<file path="config.mk">
export PLATFORM = sky130hd
export DESIGN_NAME = multi_tone_detector_flat
export DESIGN_NICKNAME = d
export VERILOG_FILES = /design/src/rtl/multi_tone_detector_if.sv /design/src/rtl/multi_tone_detector.sv /design/src/flat_wrapper.sv
export SDC_FILE = /design/constraint.sdc
export NUM_CORES = 1
export LEC_CHECK = 0
export CAP_MARGIN = 20
export CORE_AREA = 2 2 104 106
export DETAILED_ROUTE_END_ITERATION = 10
export DIE_AREA = 0 0 106 108
export PLACE_DENSITY = 0.72
export SLEW_MARGIN = 15
export SYNTH_ARGS = -nofsm -noshare
export SYNTH_HDL_FRONTEND = slang
export SYNTH_SLANG_ARGS = --single-unit
</file>
<file path="constraint.sdc">
create_clock -name clk -period 4.1 [get_ports clk]
set_input_delay 0.82 -clock clk [delete_from_list [all_inputs] [get_ports clk]]
set_output_delay 0.82 -clock clk [all_outputs]
set_load 0.02 [all_outputs]
</file>
<file path="src/rtl/multi_tone_detector_if.sv">
// Tone qualifier bus: band-pass flags and control in, detection status out.
interface multi_tone_detector_if #(
  parameter int NUM_CH = 4,
  parameter int IDX_W  = 2
);
  logic [NUM_CH-1:0] tone_in;
  logic              enable;
  logic              clear;
  logic              det_valid;
  logic [IDX_W-1:0]  det_idx;
  logic              det_pulse;
  logic [7:0]        det_count;
  logic              busy;

  modport master (
    output tone_in, enable, clear,
    input  det_valid, det_idx, det_pulse, det_count, busy
  );

  modport slave (
    input  tone_in, enable, clear,
    output det_valid, det_idx, det_pulse, det_count, busy
  );
endinterface

</file>
<file path="src/rtl/multi_tone_detector.sv">
// Locks onto the lowest active tone channel, qualifies it with dropout tolerance,
// then holds the detected index for a fixed window before re-arming.
module multi_tone_detector #(
  parameter int NUM_CH        = 4,
  parameter int IDX_W         = 2,
  parameter int CNT_W         = 32,
  parameter int DETECT_CYCLES = 12_500_000,
  parameter int HOLD_CYCLES   = 120_000_000,
  parameter int GAP_TOL       = 0,
  parameter int REARM_EN      = 1
) (
  input logic                  clk,
  input logic                  rst,
  multi_tone_detector_if.slave bus
);

  // state   | meaning
  // IDLE    | waiting for enable and any tone
  // QUALIFY | counting high samples of the locked candidate
  // HOLD    | publishing det_idx with det_valid high
  // REARM   | waiting for all tones to drop
  typedef enum logic [1:0] {IDLE, QUALIFY, HOLD, REARM} state_e;

  localparam logic [CNT_W-1:0] DET_C  = CNT_W'(DETECT_CYCLES);
  localparam logic [CNT_W-1:0] HOLD_C = CNT_W'(HOLD_CYCLES);
  localparam logic [CNT_W-1:0] GAP_C  = CNT_W'(GAP_TOL);
  localparam logic [CNT_W-1:0] ONE    = CNT_W'(1);

  state_e           state_q, state_d;
  logic [IDX_W-1:0] cand_q, cand_d;
  logic [CNT_W-1:0] qual_q, qual_d;
  logic [CNT_W-1:0] gap_q, gap_d;
  logic [CNT_W-1:0] hold_q, hold_d;
  logic             valid_q, valid_d;
  logic [IDX_W-1:0] idx_q, idx_d;
  logic             pulse_q, pulse_d;
  logic [7:0]       count_q, count_d;
  logic             busy_q, busy_d;
  logic [IDX_W-1:0] low_idx;

  // Descending scan so the lowest set bit wins.
  always_comb begin
    low_idx = '0;
    for (int i = NUM_CH - 1; i >= 0; i--) begin
      if (bus.tone_in[i]) low_idx = IDX_W'(i);
    end
  end

  always_comb begin
    state_d = state_q;
    cand_d  = cand_q;
    qual_d  = qual_q;
    gap_d   = gap_q;
    hold_d  = hold_q;
    valid_d = valid_q;
    idx_d   = idx_q;
    pulse_d = 1'b0;
    count_d = count_q;
    if (bus.clear) begin
      state_d = IDLE;
      qual_d  = '0;
      gap_d   = '0;
      hold_d  = '0;
      valid_d = 1'b0;
    end else begin
      case (state_q)
        IDLE: begin
          if (bus.enable && (bus.tone_in != '0)) begin
            cand_d = low_idx;
            qual_d = ONE;
            gap_d  = '0;
            if (DET_C == ONE) begin
              state_d = HOLD;
              qual_d  = '0;
              hold_d  = '0;
              valid_d = 1'b1;
              idx_d   = low_idx;
              pulse_d = 1'b1;
              count_d = count_q + 8'd1;
            end else begin
              state_d = QUALIFY;
            end
          end
        end
        QUALIFY: begin
          if (!bus.enable) begin
            state_d = IDLE;
            qual_d  = '0;
            gap_d   = '0;
          end else if (bus.tone_in[cand_q]) begin
            qual_d = qual_q + ONE;
            gap_d  = '0;
            if (qual_q + ONE == DET_C) begin
              state_d = HOLD;
              qual_d  = '0;
              hold_d  = '0;
              valid_d = 1'b1;
              idx_d   = cand_q;
              pulse_d = 1'b1;
              count_d = count_q + 8'd1;
            end
          end else if (gap_q >= GAP_C) begin
            state_d = IDLE;
            qual_d  = '0;
            gap_d   = '0;
          end else begin
            gap_d = gap_q + ONE;
          end
        end
        HOLD: begin
          hold_d = hold_q + ONE;
          if (hold_q + ONE == HOLD_C) begin
            hold_d  = '0;
            valid_d = 1'b0;
            state_d = (REARM_EN != 0) ? REARM : IDLE;
          end
        end
        REARM: begin
          if (bus.tone_in == '0) state_d = IDLE;
        end
        default: state_d = IDLE;
      endcase
    end
    busy_d = (state_d != IDLE);
  end

  always_ff @(posedge clk or negedge rst) begin
    if (!rst) begin
      state_q <= IDLE;
      cand_q  <= '0;
      qual_q  <= '0;
      gap_q   <= '0;
      hold_q  <= '0;
      valid_q <= 1'b0;
      idx_q   <= '0;
      pulse_q <= 1'b0;
      count_q <= '0;
      busy_q  <= 1'b0;
    end else begin
      state_q <= state_d;
      cand_q  <= cand_d;
      qual_q  <= qual_d;
      gap_q   <= gap_d;
      hold_q  <= hold_d;
      valid_q <= valid_d;
      idx_q   <= idx_d;
      pulse_q <= pulse_d;
      count_q <= count_d;
      busy_q  <= busy_d;
    end
  end

  assign bus.det_valid = valid_q;
  assign bus.det_idx   = idx_q;
  assign bus.det_pulse = pulse_q;
  assign bus.det_count = count_q;
  assign bus.busy      = busy_q;

endmodule

</file>
<file path="src/flat_wrapper.sv">
// flat-port wrapper written by rule: the top's interface ports become plain ports
module multi_tone_detector_flat 
#(
  parameter int NUM_CH        = 4,
  parameter int IDX_W         = 2,
  parameter int CNT_W         = 32,
  parameter int DETECT_CYCLES = 12_500_000,
  parameter int HOLD_CYCLES   = 120_000_000,
  parameter int GAP_TOL       = 0,
  parameter int REARM_EN      = 1
)
  (clk, rst, bus_tone_in, bus_enable, bus_clear, bus_det_valid, bus_det_idx, bus_det_pulse, bus_det_count, bus_busy);
  multi_tone_detector_if #(.NUM_CH(NUM_CH), .IDX_W(IDX_W)) bus_i ();
  input logic clk;
  input logic rst;
  input wire logic [$bits(bus_i.tone_in)-1:0] bus_tone_in;
  input wire logic [$bits(bus_i.enable)-1:0] bus_enable;
  input wire logic [$bits(bus_i.clear)-1:0] bus_clear;
  output wire logic [$bits(bus_i.det_valid)-1:0] bus_det_valid;
  output wire logic [$bits(bus_i.det_idx)-1:0] bus_det_idx;
  output wire logic [$bits(bus_i.det_pulse)-1:0] bus_det_pulse;
  output wire logic [$bits(bus_i.det_count)-1:0] bus_det_count;
  output wire logic [$bits(bus_i.busy)-1:0] bus_busy;
  assign bus_i.tone_in = bus_tone_in;
  assign bus_i.enable = bus_enable;
  assign bus_i.clear = bus_clear;
  assign bus_det_valid = bus_i.det_valid;
  assign bus_det_idx = bus_i.det_idx;
  assign bus_det_pulse = bus_i.det_pulse;
  assign bus_det_count = bus_i.det_count;
  assign bus_busy = bus_i.busy;
  multi_tone_detector #(.NUM_CH(NUM_CH), .IDX_W(IDX_W), .CNT_W(CNT_W), .DETECT_CYCLES(DETECT_CYCLES), .HOLD_CYCLES(HOLD_CYCLES), .GAP_TOL(GAP_TOL), .REARM_EN(REARM_EN)) u_core (.clk(clk), .rst(rst), .bus(bus_i));
endmodule
</file>
## Yosys cells after proc, flatten, opt, wreduce, memory -nomap -nowiden

Index checks and enable logic that the tools add are counted.

- Flip-flop bits (word level): 113
- Latch bits: 0
- Bits in writable memories: 0
- Memory bits (read-only): 0
- Input bits: 8
- Output and inout port bits: 13
- Memories: 0

- $add $sub $neg: 4
- Multipliers: 0
- Divide/modulo/power cells: 0
- Magnitude comparators: 2
- Eq/ne operators: 11
- Shift-type cells: 0
- Multiplexer cells: 45
- Bitwise gates (word level): 1
- Reduce and logical (&&, ||, !) cells: 13

Operators with widths:

| cell | count |
|---|---|
| $mux W32 | 16 |
| $pmux W32 S2 | 3 |
| $add A32 B1 Y32 const B | 3 |
| $eq A32 B24 Y1 const B | 1 |
| $eq A32 B27 Y1 const B | 1 |
| $ge A32 B1 Y1 const B | 1 |
| $mux W2 | 12 |
| $ne A3 B2 Y1 const B | 4 |
| $mux W1 | 11 |
| $reduce_and A5 Y1 | 2 |
| $add A8 B1 Y8 const B | 1 |
| $pmux W2 S4 | 1 |
| $reduce_and A3 Y1 | 2 |
| $reduce_bool A3 Y1 | 2 |
| $ne A5 B3 Y1 const B | 1 |
| $eq A2 B2 Y1 const B | 2 |
| $logic_not A4 Y1 | 1 |
| $reduce_and A4 Y1 | 1 |
| $reduce_bool A4 Y1 | 1 |
| $lt A2 B3 Y1 const B | 1 |
| $ne A3 B3 Y1 const B | 1 |
| $bmux W1 S2 | 1 |
| $eq A2 B1 Y1 const B | 1 |
| $logic_not A2 Y1 | 1 |
| 5 further kinds | 5 |

## Logic depth before layout (Yosys ltp)

Gate-level depths: netlist of run 1.

- Depth in word-level cells: 8
- Gate-level depth with buffers: 13

## Worst setup path after synthesis of run 1

OpenSTA, ideal clock, no wires.

- Kind: register to register
- Start: reg u_core.qual_q[0]
- End: reg u_core.idx_q[1] (netlist: u_core.bus.det_idx[1])
- Arrival: 3.125 ns
- Data required time: 3.975 ns
- Slack: 0.850 ns
- Stages on the path, launching flop included: 12
- Clock period less this slack: 3.250 ns
- Cells stage by stage: dfrtp_1 > ha_1 > clkbuf_1 > nand2_1 > or4b_2 > nand3_1 > o211ai_1 > or4b_4 > nor4_4 > and2_4 > buf_8 > mux2_2

- Word-level cells in the longest chain between the ends: 3

RTL lines:

| element | line | RTL |
|---|---|---|
| from (decl) | multi_tone_detector.sv:31 | `logic [CNT_W-1:0] qual_q, qual_d;` |
| from (signal assigned) | multi_tone_detector.sv:142 | `qual_q <= qual_d;` |
| $add A32 B1 Y32 | multi_tone_detector.sv:93 | `if (qual_q + ONE == DET_C) begin` |
| $eq A32 B24 Y1 | multi_tone_detector.sv:93 |  |
| $reduce_and A5 Y1 (no line) | - |  |
| to (signal assigned) | multi_tone_detector.sv:146 | `idx_q <= idx_d;` |
| to (decl) | multi_tone_detector.sv:35 | `logic [IDX_W-1:0] idx_q, idx_d;` |

Every way passes these cells.
A chain may end at the register's enable or synchronous reset.

## Final worst setup path of run 1

- Start: reg u_core.hold_q[0]
- End: reg u_core.hold_q[22]

- Word-level cells in the longest chain between the ends: 5

RTL lines:

| element | line | RTL |
|---|---|---|
| from (decl) | multi_tone_detector.sv:33 | `logic [CNT_W-1:0] hold_q, hold_d;` |
| from (signal assigned) | multi_tone_detector.sv:144 | `hold_q <= hold_d;` |
| $add A32 B1 Y32 * | multi_tone_detector.sv:111, multi_tone_detector.sv:112 |  |
| $eq A32 B27 Y1 | multi_tone_detector.sv:112 | `if (hold_q + ONE == HOLD_C) begin` |
| $mux W32 * | multi_tone_detector.sv:112 |  |
| $pmux W32 S2 * | multi_tone_detector.sv:66 | `case (state_q)` |
| $mux W32 * | multi_tone_detector.sv:59 | `if (bus.clear) begin` |

Mark *: on every way between the ends. The rest lies on a longest branch, timed or not.

==> flow_summary.ini, run 1 <==
[run_status]
status = finished, final reports clean

[power]
peakVddDrop_mv = 0.213
p_total_mw = 1.74
p_sw_share_pct = 21.7
p_clk_share_pct = 48.4
comb_power_share_pct = 4.9
seqPwrFrac_pct = 46.7
cellPowerDensity_mw_per_mm2 = 285
intPower_mw = 1.36
p_leak_nw = 2.28
p_switching_uw = 379

[cells_and_area]
antenna_cells = 0
syn_to_final_growth_pct = 9.51
finish.instance_area_mm2 = 0.00612
instances_no_fill = 810
drive_above_1_share_pct = 9.50
fin_util_pct = 59.8
nets = 680

[routing]
routed_via_density = 6.41
drtIter0Drc = 456
drt-wirelength-per-cell_um = 16.9
wl_um = 13700
drt-pass1-iter-count = 5
drc = 0
dr_total_vias = 5195
ant_nets = 0

[timing]
fin_crit_sh_pct = 92.0
setup_viol = 0
max_freq_ghz = 0.265
worst_pin_slew_ns = 0.855
fin_ws_ns = 0.328
slew_headroom_pct = 42.9
drv_slew = 0
period_needed_ns = 3.77
fin_tns_setup_ns = 0
final-hold-violation-count = 0
rsz0062_at_grt = false
holdWs_ns = 0.491
finClkSkew_ns = 0.0126

[place]
port_buffers = 20
dpl_cell_area_mm2 = 0.00583
gp_congestion = 0.901
pre_cts_slack_ns = 0.340
dpl.cell_count = 794
dp_hpwl_um = 9450

[grt]
grt_usage_pct = 24.9
grt_pass1_wl_um = 23200
grt_max_degree = 82
grt_pass1_vias = 4755
antenna_found_initial = 0
grt_overflow = 0

[clocking]
cts.sinks = 81
clk_latency_ns = 0.36
cts_tree = built
cts-root-buf = clkbuf_8
htreeDepth = 3
clock_path_buffers = 2
ctsHoldBuffers = 0
cts_resized = 0
path_clk_slew_ns = 0.09
cts_buffers = 9
cts_setup_buffers = 0

[logic_synthesis]
synth_nets = 686
syn-cell-area_mm2 = 0.00559
synth_top_area_cell = dfrtp_1
synthCells = 675
ys_top_cells_by_area = dfrtp_1, a21oi_1, nand2_1, nand3_1, nand4_1
synth_cell_types = 76
syn_avg_cell_area_um2 = 8.28
async_flop_share_pct = 100
synth_flop_cell = dfrtp_1
ys_seq_area_share_pct = 36.3
synth_edf_count = 0
yosysTopAreaCellShare_pct = 36.3
yosys_warnings = 0
synth-seq-cells = 81

[worst_setup_path]
cp-start-kind = flip-flop
endpoint_kind = flip-flop
slowest_delay_ns = 0.53
worstPathCellList = ha_1 > and4_1 > nand2_1 > a211o_1 > a2111oi_0 > o2111ai_1 > a2111oi_4 > nor3b_4 > buf_12 > a211oi_1 > nor2_1
crit_slowest_cell = a2111oi_4
crit_family = compound AO/OA/AOI/OAI gates
worst-path-buf-inv = 1
critPathRequiredTime_ns = 4.35
crit_arrival_ns = 4.02
crit_type = reg2reg
path_max_fanout = 19

[floorplan]
die_x_um = 106
die_area_mm2 = 0.0114
rows = 37
core_mm2 = 0.0102
die_h_um = 108
start_util_pct = 54.6
io_pins = 21

[hold_path]
hp-class = reg2reg

[job]
drv_cap = 0
==> worst register-to-register path, stage by stage, from the launching register on <==
cell,delay (ns)
dfrtp_1,0.49
ha_1,0.28
and4_1,0.33
nand2_1,0.22
a211o_1,0.28
a2111oi_0,0.52
o2111ai_1,0.27
a2111oi_4,0.54
nor3b_4,0.22
buf_12,0.22
a211oi_1,0.25
nor2_1,0.06
==> routing by layer <==
| metal | global-route usage (%) | vias to the layer above | wire length, µm |
|---|---|---|---|
| met5 | 0 | - | 0 |
| met4 | 8.46 | 0 | 180 |
| met3 | 4.34 | 14 | 974 |
| met2 | 37.4 | 203 | 5990 |
| met1 | 36.5 | 2473 | 6520 |
| li1 | - | 2505 | - |
==> power groups by stage <==
stage / clock [mW] / sequential [mW] / combinational [mW]
floorplan: 0 / 0.827 / 0.0477
global placement: 0 / 0.829 / 0.0833
detailed placement: 0 / 0.829 / 0.0863
CTS: 0.859 / 0.813 / 0.0864
global route: 0.884 / 0.815 / 0.0976
finish: 0.844 / 0.814 / 0.0858
==> final timing paths <==
path,startpoint,endpoint,slack [ns],depth (start not counted)
max in group asynchronous,rst,u_core.hold_q[11],3.10,1
hold / removal,u_core.bus.det_count[7],u_core.bus.det_count[7],0.49,1
hold reg to reg,u_core.bus.det_count[7],u_core.bus.det_count[7],0.49,1
setup / recovery,u_core.hold_q[0],u_core.hold_q[22],0.33,11
setup reg to reg,u_core.hold_q[0],u_core.hold_q[22],0.33,11
min in group asynchronous,rst,u_core.hold_q[26],0.50,1
==> registers in the layout, indices dropped and copies added (netlist names), 2 cells and up <==
signal / flops
u_core.bus.det_count: 8
u_core.hold_q: 32
u_core.qual_q: 32
u_core.cand_q: 2
u_core.state_q: 2
u_core.bus.det_idx: 2
==> synthesized netlist by cell type, types with 3 or more instances <==
| master | instances |
|---|---|
| o2111ai_1 | 4 |
| o21ai_0 | 25 |
| xor2_1 | 4 |
| a41oi_1 | 4 |
| buf_2 | 21 |
| and3_1 | 12 |
| o22ai_1 | 3 |
| a31oi_1 | 30 |
| and4_1 | 6 |
| nand2_1 | 73 |
| clkbuf_2 | 5 |
| or3_1 | 4 |
| nor2_1 | 50 |
| xnor2_1 | 11 |
| nor3_1 | 24 |
| inv_1 | 14 |
| nor4_1 | 12 |
| mux2i_1 | 21 |
| mux2_2 | 6 |
| nand3_1 | 48 |
| nand2b_1 | 6 |
| clkbuf_8 | 3 |
| a22o_1 | 4 |
| or2_2 | 5 |
| clkbuf_1 | 18 |
| nand4_1 | 34 |
| nor3b_1 | 3 |
| o211ai_1 | 3 |
| nand4b_1 | 3 |
| a21oi_1 | 58 |
| a21o_1 | 4 |
| dfrtp_1 | 81 |
| a211oi_1 | 4 |
| ha_1 | 3 |
| and2_1 | 9 |
| or4_1 | 3 |
| nor2b_1 | 9 |
==> cells by family after synthesis <==
logic type	after synthesis	synth area share [%]
flip-flops	81	36.3
multiplexers	28	5.37
adder cells (fa/ha/maj)	3	0.672
buffers and inverters	63	5.62
AO/OA/AOI/OAI	162	18.5
AND/OR/NAND/NOR	323	31.3
XOR/XNOR	15	2.35
==> cell usage in the layout, fill, tap and decap left out, drive strengths merged, types with 5 or more instances in the layout <==
master / instances
nor3: 25
a31oi: 30
o21ai: 26
nand2b: 6
or3: 6
or2: 5
nor2: 50
bufinv: 5
and2: 10
a21oi: 58
clkdlybuf4s50: 19
nand2: 73
nor4: 13
and4: 7
xnor2: 11
nor2b: 9
dfrtp: 81
mux2: 6
a21o: 5
and3: 14
inv: 14
clkbuf: 9
mux2i: 21
nand3: 48
nand4: 35
buf: 13
a211oi: 5
==> cell type report <==
cell class	count	area, µm²
fillers	885	4110
clock buffers	9	124
well taps	136	170
clock inverters	7	166
multi-input cells	531	3260
inverters	14	52.6
repair buffers	32	317
flip-flops and latches	81	2030
Note: power is estimated with default switching activity, not from simulation.
==> inputs of run 2 (changes only) <==
--- a/config.mk
+++ b/config.mk
@@ -9,7 +9,9 @@
 export CORE_AREA = 2 2 104 106
 export DETAILED_ROUTE_END_ITERATION = 10
 export DIE_AREA = 0 0 106 108
-export PLACE_DENSITY = 0.72
+export DONT_BUFFER_PORTS = 1
+export PLACE_DENSITY = 0.7
+export SETUP_SLACK_MARGIN = 0.4
 export SLEW_MARGIN = 15
 export SYNTH_ARGS = -nofsm -noshare
 export SYNTH_HDL_FRONTEND = slang
==> run 2 against run 1 <==
  * Hold slack worse by 0.35 ns
  * Highest routed layer unchanged
  * Routed wire length rose by 3.2%
  * Design area decreased by 2.2%
  * Combinational power fell by 30%
  * Core utilization fell by 1.3 points
  * Critical endpoint is now u_core.hold_q[3]
  * Global-route usage increased by 0.99 points
  * Largest cell class unchanged
==> flow_summary.ini, run 2 (same netlist as run 1, synthesis figures left out) <==
[run_status]
status = finished, final reports clean

[place]
dp_hpwl_um = 9490
gp_congestion = 0.937
port_buffers = 0
dpl.cell_count = 778

[grt]
grt_pass1_vias = 4944
grt_usage_pct = 25.9
antenna_found_initial = 0
grt_overflow = 0
grt_max_degree = 82
grt_pass1_wl_um = 23900

[worst_setup_path]
r2r_setup_slack_ns = 0.64
critPathRequiredTime_ns = 4.35
cp-start-kind = flip-flop
slowest_delay_ns = 0.46
crit_arrival_ns = 3.71
crit_slowest_cell = dfrtp_2
worstPathCellList = ha_1 > and4_2 > nand2_1 > a211o_1 > a2111oi_4 > o2111ai_2 > a2111oi_4 > nor3b_4 > buf_4 > a21o_1 > a22o_1
cpMostUsedCell = a2111oi_4
crit_type = reg2reg
path_max_fanout = 12
endpoint_kind = flip-flop

[cells_and_area]
syn_to_final_growth_pct = 7.14
drive_above_1_share_pct = 12.3
nFillCells = 886
final_common_cell = dfrtp_1
instances_no_fill = 802
nets = 672
final_cell_mix = dfrtp_1, nand2_1, a21oi_1
antenna_cells = 0

[timing]
fin_crit_sh_pct = 84.4
drv_slew = 0
final-hold-violation-count = 0
fin_tns_setup_ns = 0
slew_headroom_pct = 38.3
max_freq_ghz = 0.289
period_needed_ns = 3.46
rsz0062_at_grt = false
finClkSkew_ns = 0.00986
setup_viol = 0
worst_pin_slew_ns = 0.922

[floorplan]
die_h_um = 108
io_pins = 21
core_mm2 = 0.0102
die_x_um = 106
rows = 37
start_util_pct = 54.6
die_area_mm2 = 0.0114

[clocking]
cts_buffers = 9
cts.sinks = 81
cts_tree = built
clk_latency_ns = 0.36
clock_path_buffers = 2
htreeDepth = 3
path_clk_slew_ns = 0.09
cts-root-buf = clkbuf_8
ctsHoldBuffers = 0

[routing]
drt-wirelength-per-cell_um = 17.6
wl_um = 14100
routed_via_density = 6.53
dr_total_vias = 5234
drtIter0Drc = 485
ant_nets = 0
drt-pass1-iter-count = 5
drc = 0

[power]
cellPowerDensity_mw_per_mm2 = 258
p_leak_nw = 2.23
peakVddDrop_mv = 0.207

[hold_path]
hp-class = in2async

[job]
drv_cap = 0
-- run 2: final timing paths --
kind,endpoint,from,depth (start not counted)
setup / recovery,u_core.hold_q[3],u_core.hold_q[0],11
max in group asynchronous,u_core.bus.det_count[3],rst,0
hold / removal,u_core.hold_q[26],rst,0
setup reg to reg,u_core.hold_q[3],u_core.hold_q[0],11
min in group clk,u_core.qual_q[24],u_core.qual_q[24],1
hold reg to reg,u_core.qual_q[24],u_core.qual_q[24],1
-- run 2: stage by stage --
step                hold slack, ns  setup WS [ns]  util [%]  total power, mW  area (µm²)
floorplan                    0.469          0.850         -            0.875        5590
finish                       0.140          0.639      58.5             1.55        5990
CTS                          0.129          0.472      57.7             1.56        5900
global placement             0.486          0.362      55.1            0.884        5630
detailed placement           0.495          0.172      55.1            0.886        5630
global route                 0.130          0.432      58.5             1.60        5990
-- run 2: timing repair --
item | 4_1_cts | 5_1_grt
endpoints found under the setup margin | 22 | 32
setup buffers | 1 | 5
pin swaps | 3 | 3
resized for setup | 2 | 9
cloned | 2 | 0
hold endpoints to repair | 0 | 0
-- run 2: layer usage --
layer  share of wire [%]  vias up  GRT usage [%]  wire [µm]
met1                  46     2514           37.1       6520
met3                 7.4       20           4.04       1050
met5                   0        -              0          0
met4                 1.8        0           9.77        248
met2                  45      211           39.9       6290
li1                    -     2489              -          -
-- run 2: cell type report --
class,count,area [µm²],share of cell area [%]
clock buffer,11,151,2.53
clock inverter,5,77.6,1.30
inverter,14,52.6,0.878
multi-input combinational,533,3340,55.8
sequential,81,2030,33.9
tap,136,170,2.84
timing repair buffer,22,165,2.76
-- run 2: power breakdown --
part / switching [mW] / total [mW] / leakage, nW / internal [mW]
combinational: 0.0345 / 0.0603 / 0.994 / 0.0257
clock: 0.298 / 0.672 / 0.115 / 0.374
sequential: 0.00981 / 0.814 / 1.12 / 0.805
-- run 2: critical path: cells and delay by family (launching register included) --
kind,cells,cell delay (ns)
adder cells (fa/ha/maj),1,0.27
AO/OA/AOI/OAI,6,1.77
buffers and inverters,1,0.21
flip-flops,1,0.46
AND/OR/NAND/NOR,3,0.64
